[src/rtl/mips_ctrl_pkg.sv]
// Shared encodings for the multicycle MIPS controller: FSM states, opcodes,
// mux/ALU select codes and the bundled control-word struct.
package mips_ctrl_pkg;

    localparam int CNT_W_DEF = 32;

    typedef enum logic [3:0] {
        S_IDLE   = 4'd0,
        S_FETCH  = 4'd1,
        S_DECODE = 4'd2,
        S_MEMADR = 4'd3,
        S_MEMRD  = 4'd4,
        S_MEMWB  = 4'd5,
        S_MEMWR  = 4'd6,
        S_RTEXEC = 4'd7,
        S_RTWB   = 4'd8,
        S_BRANCH = 4'd9,
        S_ADDIEX = 4'd10,
        S_ADDIWB = 4'd11,
        S_JUMP   = 4'd12
    } state_t;

    localparam logic [5:0] OP_RTYPE = 6'b000000;
    localparam logic [5:0] OP_LW    = 6'b100011;
    localparam logic [5:0] OP_SW    = 6'b101011;
    localparam logic [5:0] OP_BEQ   = 6'b000100;
    localparam logic [5:0] OP_ADDI  = 6'b001000;
    localparam logic [5:0] OP_J     = 6'b000010;

    localparam logic [1:0] SRCB_RT    = 2'b00;
    localparam logic [1:0] SRCB_FOUR  = 2'b01;
    localparam logic [1:0] SRCB_IMM   = 2'b10;
    localparam logic [1:0] SRCB_SHIMM = 2'b11;

    localparam logic [1:0] ALUOP_ADD   = 2'b00;
    localparam logic [1:0] ALUOP_SUB   = 2'b01;
    localparam logic [1:0] ALUOP_FUNCT = 2'b10;

    localparam logic [1:0] PCSRC_ALU    = 2'b00;
    localparam logic [1:0] PCSRC_ALUOUT = 2'b01;
    localparam logic [1:0] PCSRC_JUMP   = 2'b10;

    typedef struct packed {
        logic       pcen;
        logic       iord;
        logic       memread;
        logic       memwrite;
        logic       irwrite;
        logic       memtoreg;
        logic       regdst;
        logic       regwrite;
        logic       alusrca;
        logic [1:0] alusrcb;
        logic [1:0] aluop;
        logic [1:0] pcsource;
    } ctrl_t;

endpackage

[src/rtl/mips_ctrl_decode.sv]
// State-to-control-word decode. Pure combinational; only FETCH (MemReady)
// and BRANCH (Zero) look past the state itself.
module mips_ctrl_decode
    import mips_ctrl_pkg::*;
(
    input  state_t state,
    input  logic   memready,
    input  logic   zero,
    output ctrl_t  ctrl
);

    always_comb begin
        ctrl = '0;
        case (state)
            S_FETCH: begin
                ctrl.memread  = 1'b1;
                ctrl.alusrcb  = SRCB_FOUR;
                ctrl.aluop    = ALUOP_ADD;
                ctrl.pcsource = PCSRC_ALU;
                // IR and PC only commit in the cycle the memory returns data
                ctrl.irwrite  = memready;
                ctrl.pcen     = memready;
            end
            S_DECODE: begin
                ctrl.alusrcb = SRCB_SHIMM;
                ctrl.aluop   = ALUOP_ADD;
            end
            S_MEMADR, S_ADDIEX: begin
                ctrl.alusrca = 1'b1;
                ctrl.alusrcb = SRCB_IMM;
                ctrl.aluop   = ALUOP_ADD;
            end
            S_MEMRD: begin
                ctrl.memread = 1'b1;
                ctrl.iord    = 1'b1;
            end
            S_MEMWR: begin
                ctrl.memwrite = 1'b1;
                ctrl.iord     = 1'b1;
            end
            S_MEMWB: begin
                ctrl.regwrite = 1'b1;
                ctrl.memtoreg = 1'b1;
            end
            S_RTEXEC: begin
                ctrl.alusrca = 1'b1;
                ctrl.alusrcb = SRCB_RT;
                ctrl.aluop   = ALUOP_FUNCT;
            end
            S_RTWB: begin
                ctrl.regwrite = 1'b1;
                ctrl.regdst   = 1'b1;
            end
            S_ADDIWB: ctrl.regwrite = 1'b1;
            S_BRANCH: begin
                ctrl.alusrca  = 1'b1;
                ctrl.alusrcb  = SRCB_RT;
                ctrl.aluop    = ALUOP_SUB;
                ctrl.pcsource = PCSRC_ALUOUT;
                ctrl.pcen     = zero;
            end
            S_JUMP: begin
                ctrl.pcsource = PCSRC_JUMP;
                ctrl.pcen     = 1'b1;
            end
            default: ctrl = '0;
        endcase
    end

endmodule

[src/rtl/mips_multicycle_ctrl.sv]
// Multicycle MIPS control FSM: state register, retired-instruction counter
// and illegal-opcode flag; control strobes come from mips_ctrl_decode.
module mips_multicycle_ctrl
    import mips_ctrl_pkg::*;
#(
    parameter int CNT_W = CNT_W_DEF
) (
    input  logic             clk,
    input  logic             rst_n,
    input  logic [5:0]       Opcode,
    input  logic             Zero,
    input  logic             MemReady,
    output logic             PCEn,
    output logic             IorD,
    output logic             MemRead,
    output logic             MemWrite,
    output logic             IRWrite,
    output logic             MemtoReg,
    output logic             RegDst,
    output logic             RegWrite,
    output logic             ALUSrcA,
    output logic [1:0]       ALUSrcB,
    output logic [1:0]       ALUOp,
    output logic [1:0]       PCSource,
    output logic             Illegal,
    output logic [CNT_W-1:0] InstrCount
);

    state_t state;
    ctrl_t  ctrl;

    always_ff @(posedge clk or negedge rst_n) begin
        if (!rst_n) begin
            state      <= S_IDLE;
            InstrCount <= '0;
            Illegal    <= 1'b0;
        end else begin
            Illegal <= 1'b0;
            case (state)
                S_IDLE:   state <= S_FETCH;
                S_FETCH:  if (MemReady) state <= S_DECODE;
                S_DECODE: begin
                    case (Opcode)
                        OP_LW, OP_SW: state <= S_MEMADR;
                        OP_RTYPE:     state <= S_RTEXEC;
                        OP_BEQ:       state <= S_BRANCH;
                        OP_ADDI:      state <= S_ADDIEX;
                        OP_J:         state <= S_JUMP;
                        default: begin
                            state   <= S_FETCH;
                            Illegal <= 1'b1;
                        end
                    endcase
                end
                S_MEMADR: state <= (Opcode == OP_SW) ? S_MEMWR : S_MEMRD;
                S_MEMRD:  if (MemReady) state <= S_MEMWB;
                S_RTEXEC: state <= S_RTWB;
                S_ADDIEX: state <= S_ADDIWB;
                S_MEMWR: begin
                    if (MemReady) begin
                        state      <= S_FETCH;
                        InstrCount <= InstrCount + CNT_W'(1);
                    end
                end
                // final state of every legal instruction retires it
                S_MEMWB, S_RTWB, S_ADDIWB, S_BRANCH, S_JUMP: begin
                    state      <= S_FETCH;
                    InstrCount <= InstrCount + CNT_W'(1);
                end
                default: state <= S_IDLE;
            endcase
        end
    end

    mips_ctrl_decode u_decode (
        .state    (state),
        .memready (MemReady),
        .zero     (Zero),
        .ctrl     (ctrl)
    );

    assign PCEn     = ctrl.pcen;
    assign IorD     = ctrl.iord;
    assign MemRead  = ctrl.memread;
    assign MemWrite = ctrl.memwrite;
    assign IRWrite  = ctrl.irwrite;
    assign MemtoReg = ctrl.memtoreg;
    assign RegDst   = ctrl.regdst;
    assign RegWrite = ctrl.regwrite;
    assign ALUSrcA  = ctrl.alusrca;
    assign ALUSrcB  = ctrl.alusrcb;
    assign ALUOp    = ctrl.aluop;
    assign PCSource = ctrl.pcsource;

endmodule

[config.mk]
export PLATFORM = sky130hd
export DESIGN_NAME = mips_multicycle_ctrl
export DESIGN_NICKNAME = d
export VERILOG_FILES = /design/src/rtl/mips_ctrl_pkg.sv /design/src/rtl/mips_ctrl_decode.sv /design/src/rtl/mips_multicycle_ctrl.sv
export SDC_FILE = /design/constraint.sdc
export NUM_CORES = 1
export LEC_CHECK = 0
export ABC_AREA = 1
export BUFFER_PORTS_ARGS = -buffer_cell sky130_fd_sc_hd__clkbuf_2
export CAP_MARGIN = 10
export CORE_MARGIN = 2
export CORE_UTILIZATION = 55
export CTS_CLUSTER_DIAMETER = 200
export DETAILED_ROUTE_END_ITERATION = 8
export GPL_ROUTABILITY_DRIVEN = 0
export PLACE_DENSITY = 0.8
export SLEW_MARGIN = 10
export SYNTH_ARGS = -nofsm -noshare
export SYNTH_HDL_FRONTEND = slang
export SYNTH_SLANG_ARGS = --single-unit
[constraint.sdc]
create_clock -name clk -period 2.1 [get_ports clk]
set_input_delay 0.315 -clock clk [delete_from_list [all_inputs] [get_ports clk]]
set_output_delay 0.315 -clock clk [all_outputs]
set_load 0.05 [all_outputs]
==> flow_summary.toml <==
[timing]
finalSetupViolations = 0
fmax_mhz = 500
worst_slew_pin_slew_ps = 591
finalHoldViolCount = 0
min_period_over_period_pct = 95.3
fin_ws_ps = 99.1
clock_skew_ps = 6.07
rsz0062_at_grt = "false"
fin_tns_setup_ps = 0
maxSlewHeadroom_pct = 60.6
period_minus_slack_ps = 2000
slew_violations = 0

[clocking]
cts-root-buf = "clkbuf_8"
path_clk_slew_ps = 80
cts_buffer_depth = 2
clock-sinks = 37
clk_latency_ps = 290
cts_buffers = 5
post_cts_buffers = 0
cts_max_level = 2
cts_tree = "built"

[yosys]
syn_area_um2 = 2720
syn_area_per_cell_um2 = 6.23
syn_nets = 448
synth-seq-cells = 37
synth-main-ff-cell = "dfrtp_1"
synth_most_common_cell = "nand2_1"
netlist.area_leader.share_pct = 34.0
yosys.area.top_type = "dfrtp_1"
synthArstFlopShare_pct = 100
synth-edff-count = 0
netlist_top_cells_count = "nand2_1 (182), nor2_1 (70), inv_1 (41)"
yosysWarnings = 0
ys_seq_area_share_pct = 34.0
yosys-top-cells-area = "dfrtp_1 (34%), nand2_1 (25%), nor2_1 (9.7%), inv_1 (5.7%), nand3_1 (5.0%)"
yosysUniqueCellTypes = 26
netlist_instances = 437

[placement]
post-dp-hpwl_um = 5580
place_ws_ps = 310
dp_cells = 559
port-buffer-count = 57

[drt]
drc_errors = 0
dr.pass1.iters = 8
post_drt_wl_per_cell_um = 12.6
detail-route-antenna-nets = 0
wl_um = 7160
dr_total_vias = 3023
via_per_inst = 5.33
first_iter_violations = 243

[global_routing]
grt_pass1_vias = 2635
grt_pass1_wl_um = 11900
track_usage_pct = 28.0
grt-ovfl-total = 0
grt_max_degree = 25
antenna_found_initial = 0

[outcome]
outcome = "finished, final reports clean"

[floorplanning]
io_pins = 58
dieArea_um2 = 5530
start_util_pct = 57.2
fp-row-count = 25
coreArea_um2 = 4750
dieWidth_um = 74.3
chipHeight_um = 74.3

[power_and_ir_drop]
p_leak_uw = 0.00166
irDropWorstVdd_uv = 1020
pwr-share-comb_pct = 46.8
swShare_pct = 50.0
power.switching_uw = 1320
clockPowerShare_pct = 18.7
seqPwrFrac_pct = 34.5
p_int_uw = 1310
p_per_area_nw_per_um2 = 829

[cells_and_area]
fin_nets = 510
antennaDiodeCount = 0
area.growth.synth_to_final_pct = 16.6
fin_cells = 567
drive_gt1_share_pct = 17.8

[worst_setup_path]
cp_max_fo = 7
crit_path_start_kind = "register"
critPathKind = "register to output pin"
ff2ff_setup_slack_ps = 290
crit_path_end_kind = "output pin"
cp_data_required_time_ps = 1780
crit_arrival_ps = 1690

[flow_run]
maxCapViolations = 0

[min_path]
hp-class = "input port to async pin"
[layout by cell type (no fill, tap or decap), types with 2 or more instances in the layout]
cell      synthesis  layout
xor2_1            6       6
o21ai_0           4       4
nand3b_1          6       6
nand2_1         182     182
dfrtp_1          37      36
nand2_2           2       2
clkinv_2          0       2
nor3_1            5       4
nor2_2            5       8
inv_1            41      41
nand4_1          21      21
o21ai_1          11      11
clkbuf_8          0       5
nor2_1           70      67
buf_4             2       9
clkbuf_2          0      53
clkbuf_4          0       3
nand3_1          27      27
[state kept, by name, indices dropped and copies added (netlist names)]
register	cells
InstrCount	32
Illegal	1
state	4
[power by group through the flow]
stage / Clock [uW] / Combinational, uW / Sequential [uW]
final: 493 / 1230 / 906
after global routing: 532 / 1320 / 915
after CTS: 499 / 1220 / 898
after detailed placement: 0 / 1210 / 912
after global placement: 0 / 1200 / 904
after floorplan: 0 / 870 / 1020
[cell type report]
type / instances / area, um2
fillers: 430 / 1580
multi-input cells: 347 / 1560
flip-flops and latches: 37 / 927
repair buffers: 66 / 360
inverters: 42 / 158
well taps: 67 / 83.8
clock buffers: 6 / 72.6
clock inverters: 2 / 10.0
[kinds of logic after synthesis]
logic type | count (synthesis) | share of synthesized area, %
AOI/OAI and AO/OA | 19 | 3.86
xor gates and xnor gates | 7 | 2.53
adders and majority gates | 1 | 0.460
buffers and inverters | 53 | 9.33
DFF | 37 | 34.0
and+or+nand+nor | 320 | 49.8
[stage by stage]
stage	total power (uW)	hold WS [ps]	area (um2)	utilization, %
2_1_floorplan	1890	19.4	2740	-
3_3_place_gp	2100	346	3080	64.7
3_5_place_dp	2130	354	3080	64.7
4_1_cts	2610	34.0	3160	66.5
5_1_grt	2770	44.7	3170	66.7
6_report	2630	9.76	3170	66.7
[final timing paths]
path	from	endpoint	cells past startpoint
max in group asynchronous	rst_n	InstrCount[26]	2
min reg2reg	InstrCount[4]	InstrCount[4]	2
min	rst_n	InstrCount[0]	1
min in group clk	MemReady	state[0]	2
max reg2reg	InstrCount[0]	InstrCount[18]	8
max	state[0]	PCEn	6
[critical path, cell delays in order, from the launching register on]
cell,delay (ps)
dfrtp_2,470
inv_2,140
nor2_1,70
nand2_1,170
nor2_2,60
a211o_1,270
clkbuf_4,210
[layer usage]
metal / global-route usage [%] / part of all wire [%] / vias up
met5: 0 / 0 / -
li1: - / - / 1510
met4: 8.13 / 1.3 / 0
met1: 39.2 / 45 / 1375
met3: 4.07 / 7.6 / 12
met2: 45.3 / 46 / 126
[what timing repair did]
item                       CTS  global route
gates resized for setup      0             9
setup endpoints to repair    0             3
hold buffers                 0             0
(Power assumes the default switching activity.)
